<file path="config.mk">
export PLATFORM = sky130hd
export DESIGN_NAME = flowstate_update
export DESIGN_NICKNAME = d
export VERILOG_FILES = /design/src/rtl/flowstate_update.sv
export SDC_FILE = /design/constraint.sdc
export NUM_CORES = 1
export LEC_CHECK = 0
export ABC_AREA = 1
export CAP_MARGIN = 20
export CORE_MARGIN = 5
export CORE_UTILIZATION = 25
export CTS_BUF_LIST = sky130_fd_sc_hd__clkbuf_4
export DETAILED_ROUTE_END_ITERATION = 8
export GPL_ROUTABILITY_DRIVEN = 1
export PLACE_DENSITY = 0.54
export SLEW_MARGIN = 20
export SYNTH_ARGS = -nofsm -noshare
export SYNTH_HDL_FRONTEND = slang
export SYNTH_SLANG_ARGS = --single-unit
</file>
<file path="constraint.sdc">
create_clock -name clk -period 2.64 [get_ports clk]
set_input_delay 0.528 -clock clk [delete_from_list [all_inputs] [get_ports clk]]
set_output_delay 0.528 -clock clk [all_outputs]
set_load 0.01 [all_outputs]
</file>
<file path="src/rtl/flowstate_update.sv">
// Flowstate update stage: assigns per-flow sequence numbers to matched TX descriptors,
// writes the incremented flowstate back to the RAM and forwards it across the RAW window.
module flowstate_update #(
  parameter int FLOWSTATE_WIDTH = 32,
  parameter int ADDR_WIDTH      = 10,
  parameter int SEQ_WIDTH       = 24,
  parameter int CNT_WIDTH       = 32
) (
  input  logic                       clk,
  input  logic                       rst,
  input  logic                       s_mat_hit,
  input  logic [FLOWSTATE_WIDTH-1:0] s_mat_value,
  input  logic [ADDR_WIDTH-1:0]      s_mat_addr,
  input  logic                       s_mat_valid,
  output logic                       s_mat_ready,
  output logic                       m_tx_hit,
  output logic [SEQ_WIDTH-1:0]       m_tx_seq,
  output logic [ADDR_WIDTH-1:0]      m_tx_addr,
  output logic                       m_tx_valid,
  input  logic                       m_tx_ready,
  output logic [FLOWSTATE_WIDTH-1:0] bcd_flowstate_out,
  output logic [ADDR_WIDTH-1:0]      bcd_addr_out,
  output logic                       bcd_valid_out,
  input  logic                       csr_wr_in,
  input  logic                       stat_clr,
  output logic [CNT_WIDTH-1:0]       hit_cnt,
  output logic [CNT_WIDTH-1:0]       miss_cnt
);

  logic                       accept;
  logic                       fwd_hit;
  logic                       upd_en;
  logic [FLOWSTATE_WIDTH-1:0] eff_value;
  logic [FLOWSTATE_WIDTH-1:0] upd_value;
  logic [SEQ_WIDTH-1:0]       next_seq;

  logic                       fwd_valid;
  logic [ADDR_WIDTH-1:0]      fwd_addr;
  logic [FLOWSTATE_WIDTH-1:0] fwd_value;

  assign s_mat_ready = m_tx_ready | ~m_tx_valid;
  assign accept      = s_mat_valid & s_mat_ready;

  // The RAM read for this descriptor may predate the last broadcast; prefer the forwarded copy.
  always_comb begin
    fwd_hit   = fwd_valid && (fwd_addr == s_mat_addr);
    eff_value = fwd_hit ? fwd_value : s_mat_value;
    upd_en    = accept && s_mat_hit && eff_value[FLOWSTATE_WIDTH-1];
    next_seq  = eff_value[SEQ_WIDTH-1:0] + SEQ_WIDTH'(1);
    upd_value = eff_value;
    upd_value[SEQ_WIDTH-1:0] = next_seq;
  end

  always_ff @(posedge clk) begin
    if (!rst) begin
      m_tx_valid <= 1'b0;
      m_tx_hit   <= 1'b0;
      m_tx_seq   <= '0;
      m_tx_addr  <= '0;
    end else if (accept) begin
      m_tx_valid <= 1'b1;
      m_tx_hit   <= upd_en;
      m_tx_seq   <= upd_en ? eff_value[SEQ_WIDTH-1:0] : '0;
      m_tx_addr  <= s_mat_addr;
    end else if (m_tx_ready) begin
      m_tx_valid <= 1'b0;
    end
  end

  // Broadcast is a single-cycle write pulse, never stretched by downstream backpressure.
  always_ff @(posedge clk) begin
    if (!rst) begin
      bcd_valid_out     <= 1'b0;
      bcd_flowstate_out <= '0;
      bcd_addr_out      <= '0;
    end else begin
      bcd_valid_out <= upd_en;
      if (upd_en) begin
        bcd_flowstate_out <= upd_value;
        bcd_addr_out      <= s_mat_addr;
      end
    end
  end

  // A fresh update outranks a CSR write in the RAM, so the load wins over the invalidate.
  always_ff @(posedge clk) begin
    if (!rst) begin
      fwd_valid <= 1'b0;
      fwd_addr  <= '0;
      fwd_value <= '0;
    end else if (upd_en) begin
      fwd_valid <= 1'b1;
      fwd_addr  <= s_mat_addr;
      fwd_value <= upd_value;
    end else if (csr_wr_in) begin
      fwd_valid <= 1'b0;
    end
  end

  always_ff @(posedge clk) begin
    if (!rst || stat_clr) begin
      hit_cnt  <= '0;
      miss_cnt <= '0;
    end else if (accept) begin
      if (upd_en) hit_cnt  <= hit_cnt + CNT_WIDTH'(1);
      else        miss_cnt <= miss_cnt + CNT_WIDTH'(1);
    end
  end

endmodule
</file>
== Word level (Yosys, flattened, before mapping) ==
Cells that the tools add are included.
Storage, ports and cells
  word-level logic and storage cells: 36
  register bits: 144
  output and inout port bits: 144
  bits of input ports: 49
Operators by class
  add/subtract/negate cells: 3
  equal/unequal tests: 1
  bitwise operators: 5
  reductions and logical operators: 10
  muxes and demuxes: 6
Operators with widths (count)
  $add A32 B1 Y32 const B: 2
  $mux W32: 1
  $add A24 B1 Y24 const B: 1
  $mux W24: 1
  $eq A10 B10 Y1: 1
  $reduce_and A2 Y1: 3
  $mux W1: 4
  $reduce_bool A2 Y1: 2
  $logic_and A1 B1 Y1: 3
  $not A1 Y1: 3
  $and A1 B1 Y1: 1
  $logic_not A1 Y1: 1
  $logic_or A1 B1 Y1: 1
  $or A1 B1 Y1: 1

== Longest topological paths before layout ==
Gate-level depths: netlist of the first run.
  word-level depth: 7
  mapped depth: 20

== Least setup slack after synthesis of the first run ==
No wires, ideal clock.
  path kind: input -> register
  start point: input port s_mat_addr[1]
  end point: register fwd_value[22]
  path buffers: 1
  stages on the path: 18
  arrival: 2.218 ns
  library setup time: 0.109 ns
  setup slack: 0.313 ns
  path through: inv_1 -> or2_1 -> nand2_1 -> nor2_4 -> nand3_4 -> buf_4 -> nand2_1 -> nand2_1 -> ha_1 -> nand2_4 -> nor2_4 -> nand2_1 -> nor2_4 -> nand2_1 -> nand2_1 -> nand3_1 -> nand2_1 -> inv_1
On the way
  cells in the longest elaborated chain, start to end: 4
RTL lines
  start, declared: line 13  | input logic [ADDR_WIDTH-1:0] s_mat_addr,
  $eq A10 B10 Y1 *: line 46  | fwd_hit = fwd_valid && (fwd_addr == s_mat_addr);
  $logic_and A1 B1 Y1 *: line 46
  $mux W32 *: line 47  | eff_value = fwd_hit ? fwd_value : s_mat_value;
  $add A24 B1 Y24 / $logic_and A1 B1 Y1 (equally long branches): line 49, 48
  end signal, assigned: line 94  | fwd_value <= upd_value;
  end, declared: line 39  | logic [FLOWSTATE_WIDTH-1:0] fwd_value;
Every way passes the cells marked *; elsewhere a longest branch is shown, timed or not.
A chain may end at the register's enable or synchronous reset.

== Worst setup path after layout of the first run ==
Same ends and word-level chain as after synthesis.

==> metrics, run 1 <==
status=completed; Hold Vio Cnt, Final=0; Hold/Removal Path Class=flop to flop; switch share=0.275; Startpoint Class=input port; Clock Latency Late Sink=0.57 ns; Max Freq=410 MHz; final WL=29000 um; fraction of registers with async set/reset=0; DRT antenna net count=0; Cell Area, Synth=8160 sq um; Combinational Power Share=0.145; Crit path largest cell delay=0.46 ns; Cell Chain, Critical Path=clkdlybuf4s50_1 > inv_1 > nand2_1 > nand2_1 > nor2_1 > nand2_2 > nor2_8 > nand3_1 > nand2_1 > ha_1 > nand2_4 > nor2_4 > nand2_1 > nor2_4 > nand2_1 > nand2_1 > nand3_1 > nand2_1 > inv_1; H-tree depth=4; Slew headroom=0.666; Initial Utilization=0.252; Post-CTS Setup Bufs=0; Setup TNS=0 ns; Vias per Instance=4.46; DR pass1 iterations=5; Flop pwr share=0.487; first-pass GRT wire length=46100 um; YS warnings=0; share of layout cells above drive strength 1=0.143; crit share post-route=0.925; post-synth cell types=49; FILL cells=3528; die extent in y=191 um; RePlAce Congestion=0.881; worst vdd ir=252 uV; sequential share of the synthesized area=0.353; Critical Path Slowest Stage Cell=clkdlybuf4s50_1; critical path arrival=2.90 ns; PD cells=397 nW/um^2; share of total power in the clock network=0.368; initial antenna violation count=2; max-slew violation count=0; pin slew with the least headroom to its limit=0.497 ns; Pleak=4.59 nW; Max FO, Critical Path=5; total grt overflow=0; Max-Cap Viols=0; utilization after layout=0.361; largest net degree at the start of global routing=39; TritonCTS clock tree=done; vias in the first global route=8585; post-synthesis net count=1284; Detailed Place HPWL=22100 um; P_int=0.00337 W; core area=32400 sq um; I/O Buffers=192; CTS root buffer=clkbuf_4; Total GRT Usage=0.159; Inserted Clock Buffers=17; RSZ-0062 raised after global routing=false; Longest Clk Path Bufs=2; main flop type after synthesis=dfxtp_1; I/O pin cnt=193; DIE AREA=36300 sq um; CP endpoint kind=flop; area grow syn2layout=43.1%; syn avg cell area=6.62 sq um; Seq cells post-synth=144; P_sw=0.00127 W; DRC Markers=0; Most common cell on crit path=nand2_1; Nets=1563; Post-synth EDFFs=0; Syn Inst Count=1232; Crit Path Class=input port to flop; die width=191 um; Setup-failing EPs final=0; Iter 0 DRT Violations=483; post-layout min period=2.44 ns; Clock Pin Slew Worst Setup and Hold Paths=0.12 ns; Vias=8763; Worst Path Required=3.10 ns; Cell Rows=66; # clock sinks=144; Avg WL per Cell=14.7 um; Final Skew=0.0290 ns
## state kept, by name, summed over array words and instances, names as in the netlist, 10 cells and up
signal     cells
fwd_addr      10
m_tx_addr     10
m_tx_seq      24
fwd_value     32
miss_cnt      32
hit_cnt       32
## layout make-up
cell class	instances	area [sq um]	share of cell area
Clock buffer	17	128	0.0109
Timing Repair Buffer	305	2900	0.248
Antenna cell	2	5.00	0.000429
Tap cell	442	553	0.0474
Inverter	167	627	0.0537
Sequential cell	144	2880	0.247
Multi-Input combinational cell	876	4390	0.376
Clock inverter	13	195	0.0167
## routing by layer
metal / GRT usage / share of wire
met5: 0 / 0
met3: 0.0344 / 0.049
met2: 0.271 / 0.48
met1: 0.199 / 0.45
met4: 0.0506 / 0.017
## power by group through the flow
stage / Clock (W) / Sequential, W / Combinational [W]
5_1_grt: 0.00187 / 0.00227 / 0.000735
2_1_floorplan: 0 / 0.00232 / 0.000292
6_report: 0.00171 / 0.00226 / 0.000674
3_3_place_gp: 0 / 0.00231 / 0.000673
4_1_cts: 0.00179 / 0.00226 / 0.000679
3_5_place_dp: 0 / 0.00231 / 0.000676
## layout by cell type (no fill, tap or decap), types with 2 or more instances in the layout
cell type,count
clkinvlp_4,2
nor4_1,7
and3_1,2
a21oi_1,85
nor2_2,13
nand4_1,22
dfxtp_1,144
o21ai_1,13
nand3_1,91
a32o_1,2
o21a_1,4
nor3_2,2
buf_12,10
nand2_1,326
o21ai_0,45
a211oi_1,8
nand2_2,15
nand2_4,8
a31oi_1,3
clkdlybuf4s50_1,192
clkinv_1,6
xnor2_1,3
nor3_1,44
nor3b_1,6
nand3b_1,13
ha_1,3
clkbuf_4,17
clkinv_2,2
nor2_4,10
inv_2,12
diode_2,2
buf_4,103
or2_1,2
bufinv_16,5
inv_1,152
xor2_1,18
nand3_2,8
nand3_4,3
nor2_1,108
## worst paths after layout
path | endpoint | startpoint | depth (start not counted) | slack (ns)
max | fwd_value[22]$_SDFFE_PN0N_ | s_mat_addr[1] | 19 | 0.20
min | fwd_value[24]$_SDFFE_PN0P_ | fwd_value[24]$_SDFFE_PN0P_ | 2 | 0.47
min reg2reg | fwd_value[24]$_SDFFE_PN0P_ | fwd_value[24]$_SDFFE_PN0P_ | 2 | 0.47
max reg2reg | fwd_value[22]$_SDFFE_PN0N_ | fwd_addr[3]$_SDFFE_PN0N_ | 18 | 0.24
## Yosys cell counts (6+ instances only)
cell / count / area (sq um)
nand2_1: 326 / 1220
nor2_4: 10 / 113
xor2_1: 18 / 158
o21ai_0: 45 / 225
nor4_1: 7 / 43.8
buf_2: 11 / 55.1
nor3b_1: 6 / 45.0
nor3_1: 44 / 220
inv_2: 12 / 45.0
a211oi_1: 8 / 60.1
a21oi_1: 85 / 425
nand2_4: 8 / 90.1
nor2_1: 109 / 409
nand3_1: 92 / 460
nand3b_1: 13 / 97.6
nor2_2: 12 / 75.1
clkbuf_1: 19 / 71.3
nand3_2: 7 / 70.1
o21ai_1: 13 / 65.1
dfxtp_1: 144 / 2880
inv_1: 152 / 571
nand2_2: 15 / 93.8
buf_4: 8 / 60.1
nand4_1: 22 / 138
## critical path: cells and delay by family
| kind | cells | cell delay, ns |
|---|---|---|
| adders and majority gates | 1 | 0.21 |
| buffers and inverters | 3 | 0.58 |
| and+or+nand+nor | 15 | 1.58 |
## cells by family (layout without fill, tap and decap cells)
| family | Yosys count | count (layout) | synth area share |
|---|---|---|---|
| and+or+nand+nor | 685 | 685 | 0.396 |
| buffers and inverters | 212 | 502 | 0.110 |
| AOI/OAI and AO/OA | 166 | 166 | 0.112 |
| DFF | 144 | 144 | 0.353 |
| xor gates and xnor gates | 22 | 22 | 0.0245 |
| adders and majority gates | 3 | 3 | 0.00460 |
| other | 0 | 2 | 0 |
## timing repair
action	4_1_cts	5_1_grt
hold endpoints to repair	0	0
setup endpoints to repair	0	1
resized for setup	0	1
hold buffers	0	0
## stage by stage
stage          cell area [sq um]  hold WS (ns)  cells  power (W)  worst slack, ns
5_1_grt                    11700         0.448   1966    0.00487           0.0232
3_5_place_dp               11300         0.452   1934    0.00298           -0.352
4_1_cts                    11700         0.432   1964    0.00472            0.261
6_report                   11700         0.467   1966    0.00464            0.198
2_1_floorplan               8160         0.483   1232    0.00261            0.313
3_3_place_gp               11300         0.448   1934    0.00298           -0.329
Power figures use the tool's default switching activity.
==> run 2: changes to the inputs <==
clock period = 2.7 ns   (was 2.64 ns; I/O delays follow)
==> run 2 against run 1 <==
Net effect: sequential share of layout area down 0.085 points; critical path depth down 3; cell count decreased by 0.20%; die area is the same; combinational power is 3.3% lower; total power up 1.9%; register-to-register slack better by 0.10 ns; global-route usage shrank 0.20 points; worst hold slack better by 0.0056 ns; routed wire length shrank 0.90%; final area up 0.34%; clock skew decreased by 0.0041 ns; largest cell class unchanged; highest routed layer unchanged.
==> metrics, run 2 (synthesized netlist as in run 1, its figures left out) <==
status=completed; Nets=1558; pin slew with the least headroom to its limit=0.560 ns; Slew headroom=0.627; Crit Path Class=input port to flop; register area=2880 sq um; crit share post-route=0.914; FILL cells=3491; total grt overflow=0; Inserted Clock Buffers=17; Longest Clk Path Bufs=2; post-layout min period=2.47 ns; CTS root buffer=clkbuf_4; Most common cell on crit path=nand2_1; Clock Latency Late Sink=0.56 ns; Flop pwr share=0.467; Routed met2 length=13900 um; Cell Rows=66; top sig layer=met4; setup ws final=0.231 ns; Cell Chain, Critical Path=clkdlybuf4s50_1 > xnor2_2 > buf_4 > inv_1 > nor2_2 > nand2_4 > nand2_1 > nand2_1 > nor2_1 > nand2_1 > nor2_2 > nand2_1 > nand2_1 > nand3_1 > nand2_1 > inv_1; Max FO, Critical Path=8; Critical Path Slowest Stage Cell=clkdlybuf4s50_1; Combinational Power Share=0.138; I/O pin cnt=193; commonest non-fill, non-tap cell in the layout=nand2_1; core area=32400 sq um; Final Skew=0.0248 ns; Avg WL per Cell=14.6 um; top flop regs=fwd_value (32), hit_cnt (32), miss_cnt (32); DRT antenna net count=0; Post-CTS Setup Bufs=0; I/O Buffers=192; switch share=0.277; P_sw=0.00131 W; H-tree depth=4; setup slack at placement=-0.325 ns; # clock sinks=144; area grow syn2layout=43.6%; Multi-input gate area=4380 sq um; max-slew violation count=0; Hold Vio Cnt, Final=0; Vias=8749; Worst Path Required=3.16 ns; critical path arrival=2.93 ns; share of layout cells above drive strength 1=0.143; Setup-failing EPs final=0; DRT met1 WL=13200 um; DRC Markers=0; CP endpoint kind=flop; commonest non-fill, non-tap cells in the layout=nand2_1 (326), clkdlybuf4s50_1 (192), inv_1 (152); Initial Utilization=0.252; DR pass1 iterations=5; post-cts resize count=0; TritonCTS clock tree=done; final WL=28700 um; DIE AREA=36300 sq um; die width=191 um; Hold/Removal Path Class=flop to flop; largest net degree at the start of global routing=43; initial antenna violation count=1; Max Freq=405 MHz; final std cells w/o fill=1962; Max-Cap Viols=0; Startpoint Class=input port; Detailed Place HPWL=22000 um; Vias per Instance=4.46; worst vdd ir=225 uV; P_int=0.00342 W; hold_buf cts=0; Clock Pin Slew Worst Setup and Hold Paths=0.14 ns; Pleak=4.60 nW; die extent in y=191 um; WHS=0.473 ns; Iter 0 DRT Violations=428; RePlAce Congestion=0.880; Total GRT Usage=0.157; RSZ-0062 raised after global routing=false; vias in the first global route=8650; placed instance count=1929; share of total power in the clock network=0.395; first-pass GRT wire length=45800 um; Crit path largest cell delay=0.57 ns; PD cells=403 nW/um^2; metal3 WL=1170 um
-- run 2: area by class of cell --
| class | instances | share of cell area |
|---|---|---|
| timing repair buffer | 300 | 0.246 |
| inverter | 167 | 0.0535 |
| clock buffer | 17 | 0.0109 |
| tap | 442 | 0.0472 |
| sequential | 144 | 0.246 |
| multi-input combinational | 876 | 0.374 |
| antenna | 1 | 0.000214 |
| clock inverter | 15 | 0.0218 |
-- run 2: power by group through the flow --
| stage | logic [W] | clock network [W] | registers, W |
|---|---|---|---|
| floorplan | 0.000285 | 0 | 0.00227 |
| global placement | 0.000654 | 0 | 0.00226 |
| detailed placement | 0.000657 | 0 | 0.00226 |
| CTS | 0.000659 | 0.00193 | 0.00221 |
| global route | 0.000716 | 0.00202 | 0.00222 |
| finish | 0.000652 | 0.00187 | 0.00221 |
-- run 2: worst paths after layout --
path	endpoint	slack, ns	cells past startpoint	start
hold / removal	fwd_value[24]$_SDFFE_PN0P_	0.47	2	fwd_value[24]$_SDFFE_PN0P_
setup reg to reg	fwd_value[22]$_SDFFE_PN0N_	0.34	18	fwd_addr[7]$_SDFFE_PN0N_
setup / recovery	fwd_value[21]$_SDFFE_PN0N_	0.23	16	s_mat_addr[0]
hold reg to reg	fwd_value[24]$_SDFFE_PN0P_	0.47	2	fwd_value[24]$_SDFFE_PN0P_
-- run 2: stage by stage --
| step | total power (W) | TNS [ns] | instance area, sq um | util |
|---|---|---|---|---|
| 2_1_floorplan | 0.00256 | 0 | 8160 | - |
| 4_1_cts | 0.00480 | 0 | 11700 | 0.362 |
| 3_3_place_gp | 0.00291 | -17.16 | 11300 | 0.350 |
| 5_1_grt | 0.00495 | 0 | 11700 | 0.362 |
| 3_5_place_dp | 0.00291 | -23.27 | 11300 | 0.350 |
| 6_report | 0.00473 | 0 | 11700 | 0.362 |
-- run 2: metal layers --
metal,GRT usage,up-vias
li1,-,4511
met1,0.198,4030
met2,0.271,182
met3,0.0311,26
met4,0.0434,0
met5,0,-
-- run 2: worst max-delay path, delay by kind of cell --
kind / cells / cell delay, ns
buf+inv: 4 / 0.77
simple gates: 11 / 1.48
xor+xnor: 1 / 0.14
==> run 3: changes to the inputs <==
CORE_UTILIZATION = 30   (was 25)
PLACE_DENSITY = 0.61   (was 0.54)
==> run 3 against run 2 <==
Net effect: clock power decreased by 27%; cell count is 5.2% lower; die area shrank 16%; worst hold slack hardly changed; utilization is 6.3 points higher; sequential power is essentially flat; critical endpoint is now fwd_value[18]$_SDFFE_PN0N_; critical path depth rose by 1; largest cell class unchanged; largest power group unchanged.
==> metrics, run 3 (synthesized netlist as in run 1, its figures left out) <==
Iter 0 DRT Violations=508; Clock Pin Slew Worst Setup and Hold Paths=0.14 ns; register area=2880 sq um; Combinational Power Share=0.152; Worst Path Required=3.16 ns; Slew headroom=0.650; Final Skew=0.0286 ns; die width=175 um; RePlAce Congestion=0.925; hold path startpoint=m_tx_seq[14]$_SDFFE_PN0P_; post-cts resize count=0; Max-Cap Viols=0; commonest non-fill, non-tap cells in the layout=nand2_1 (326), clkdlybuf4s50_1 (192), inv_1 (152); commonest non-fill, non-tap cell in the layout=nand2_1; Longest Clk Path Bufs=2; status=completed; hold depth=2; share of layout cells above drive strength 1=0.141; TritonCTS clock tree=done; DRC Markers=0; Setup TNS=0 ns; DR pass1 iterations=5; post-layout min period=2.49 ns; vias in the first global route=8397; R2R cell count=16; die extent in y=175 um; Setup-failing EPs final=0; Vias per Instance=4.73; crit share post-route=0.923; Hold/Removal Path Class=flop to flop; share of total power in the clock network=0.325; hold_buf cts=0; PD cells=370 nW/um^2; Clock Latency Late Sink=0.55 ns; DIE AREA=30600 sq um; WHS=0.473 ns; worst vdd ir=229 uV; Max FO, Critical Path=5; Detailed Place HPWL=20900 um; Total GRT Usage=0.177; # clock sinks=144; CP endpoint kind=flop; Inserted Clock Buffers=17; first-pass GRT wire length=44300 um; CTS root buffer=clkbuf_4; max-slew violation count=0; I/O Buffers=192; pin slew with the least headroom to its limit=0.521 ns; crit path from=s_mat_addr[4]; Startpoint Class=input port; setup slack at placement=-0.319 ns; worst reg-to-reg setup slack=0.31 ns; P_int=0.00296 W; total grt overflow=0; Multi-input gate area=4380 sq um; Hold Vio Cnt, Final=0; setup ws final=0.208 ns; Nets=1556; final WL=27300 um; I/O pin cnt=193; DRT antenna net count=0; critical path arrival=2.95 ns; largest net degree at the start of global routing=40; placed cell area=11100 sq um; Pleak=4.53 nW; core area=26900 sq um; Cell Rows=60; area grow syn2layout=39.8%; Post-CTS Setup Bufs=0; RSZ-0062 raised after global routing=false; Worst Hold Path EP=m_tx_seq[14]$_SDFFE_PN0P_; Max Freq=401 MHz; Final Cell Area=11400 sq um; switch share=0.300; initial antenna violation count=1; RR Endpoint=fwd_value[18]$_SDFFE_PN0N_; Reg-to-Reg Start=fwd_addr[6]$_SDFFE_PN0N_; Initial Utilization=0.304; Vias=8788; FILL cells=2806; top flop regs=fwd_value (32), hit_cnt (32), miss_cnt (32); Avg WL per Cell=14.7 um; H-tree depth=4; P_sw=0.00127 W; Flop pwr share=0.523; Crit Path Class=input port to flop
[run 3: cell types whose count changed in the layout (fill, tap and decap cells not counted), sizes merged]
cell      previous run  this run
clkbuf              17        18
clkinvlp             3         1
clkinv               5        11
bufinv               6         1
buf                108       106
[run 3: cell type report]
| type | count | share of cell area |
|---|---|---|
| clock inverter | 14 | 0.0116 |
| tap | 341 | 0.0374 |
| antenna | 1 | 0.000219 |
| timing repair buffer | 298 | 0.247 |
| clock buffer | 18 | 0.0118 |
| sequential | 144 | 0.253 |
| inverter | 167 | 0.0549 |
| multi-input combinational | 876 | 0.384 |
[run 3: critical path: stages]
cell	delay [ns]
clkdlybuf4s50_1	0.52
inv_1	0.10
nand2_1	0.09
nand2_1	0.05
nor2_1	0.13
nand2_2	0.11
nor2_8	0.13
nand3_1	0.08
nand2_1	0.09
ha_1	0.21
nand2_4	0.07
nor2_4	0.17
nand3_1	0.23
o21ai_1	0.23
nand3_1	0.09
nand2_1	0.06
inv_1	0.04
[run 3: layer usage]
metal	wire length (um)	GRT usage	vias to the layer above
met1	12500	0.228	4025
met2	13300	0.300	223
met4	315	0.0475	0
met5	0	0	-
met3	1180	0.0374	26
li1	-	-	4514
[run 3: power groups by stage]
stage	clock network [W]	logic, W	registers, W
5_1_grt	0.00153	0.000705	0.00222
3_5_place_dp	0	0.000645	0.00226
3_3_place_gp	0	0.000643	0.00225
2_1_floorplan	0	0.000285	0.00227
4_1_cts	0.00144	0.000648	0.00221
6_report	0.00137	0.000643	0.00221
[run 3: worst max path at each step]
stage                                      end  slack, ns  cells past startpoint
finish              fwd_value[18]$_SDFFE_PN0N_       0.21                     17
global route        fwd_value[23]$_SDFFE_PN0N_       0.07                     18
CTS                 fwd_value[18]$_SDFFE_PN0N_       0.31                     17
detailed placement  fwd_value[18]$_SDFFE_PN0N_      -0.32                     17
global placement    fwd_value[18]$_SDFFE_PN0N_      -0.28                     17
floorplan           fwd_value[22]$_SDFFE_PN0N_       0.36                     18
[run 3: per-stage QoR]
stage	utilization	instances	power, W
after floorplan	-	1232	0.00256
after global placement	0.414	1826	0.00290
after detailed placement	0.414	1826	0.00290
after CTS	0.424	1858	0.00430
after global routing	0.424	1859	0.00445
final	0.424	1859	0.00422
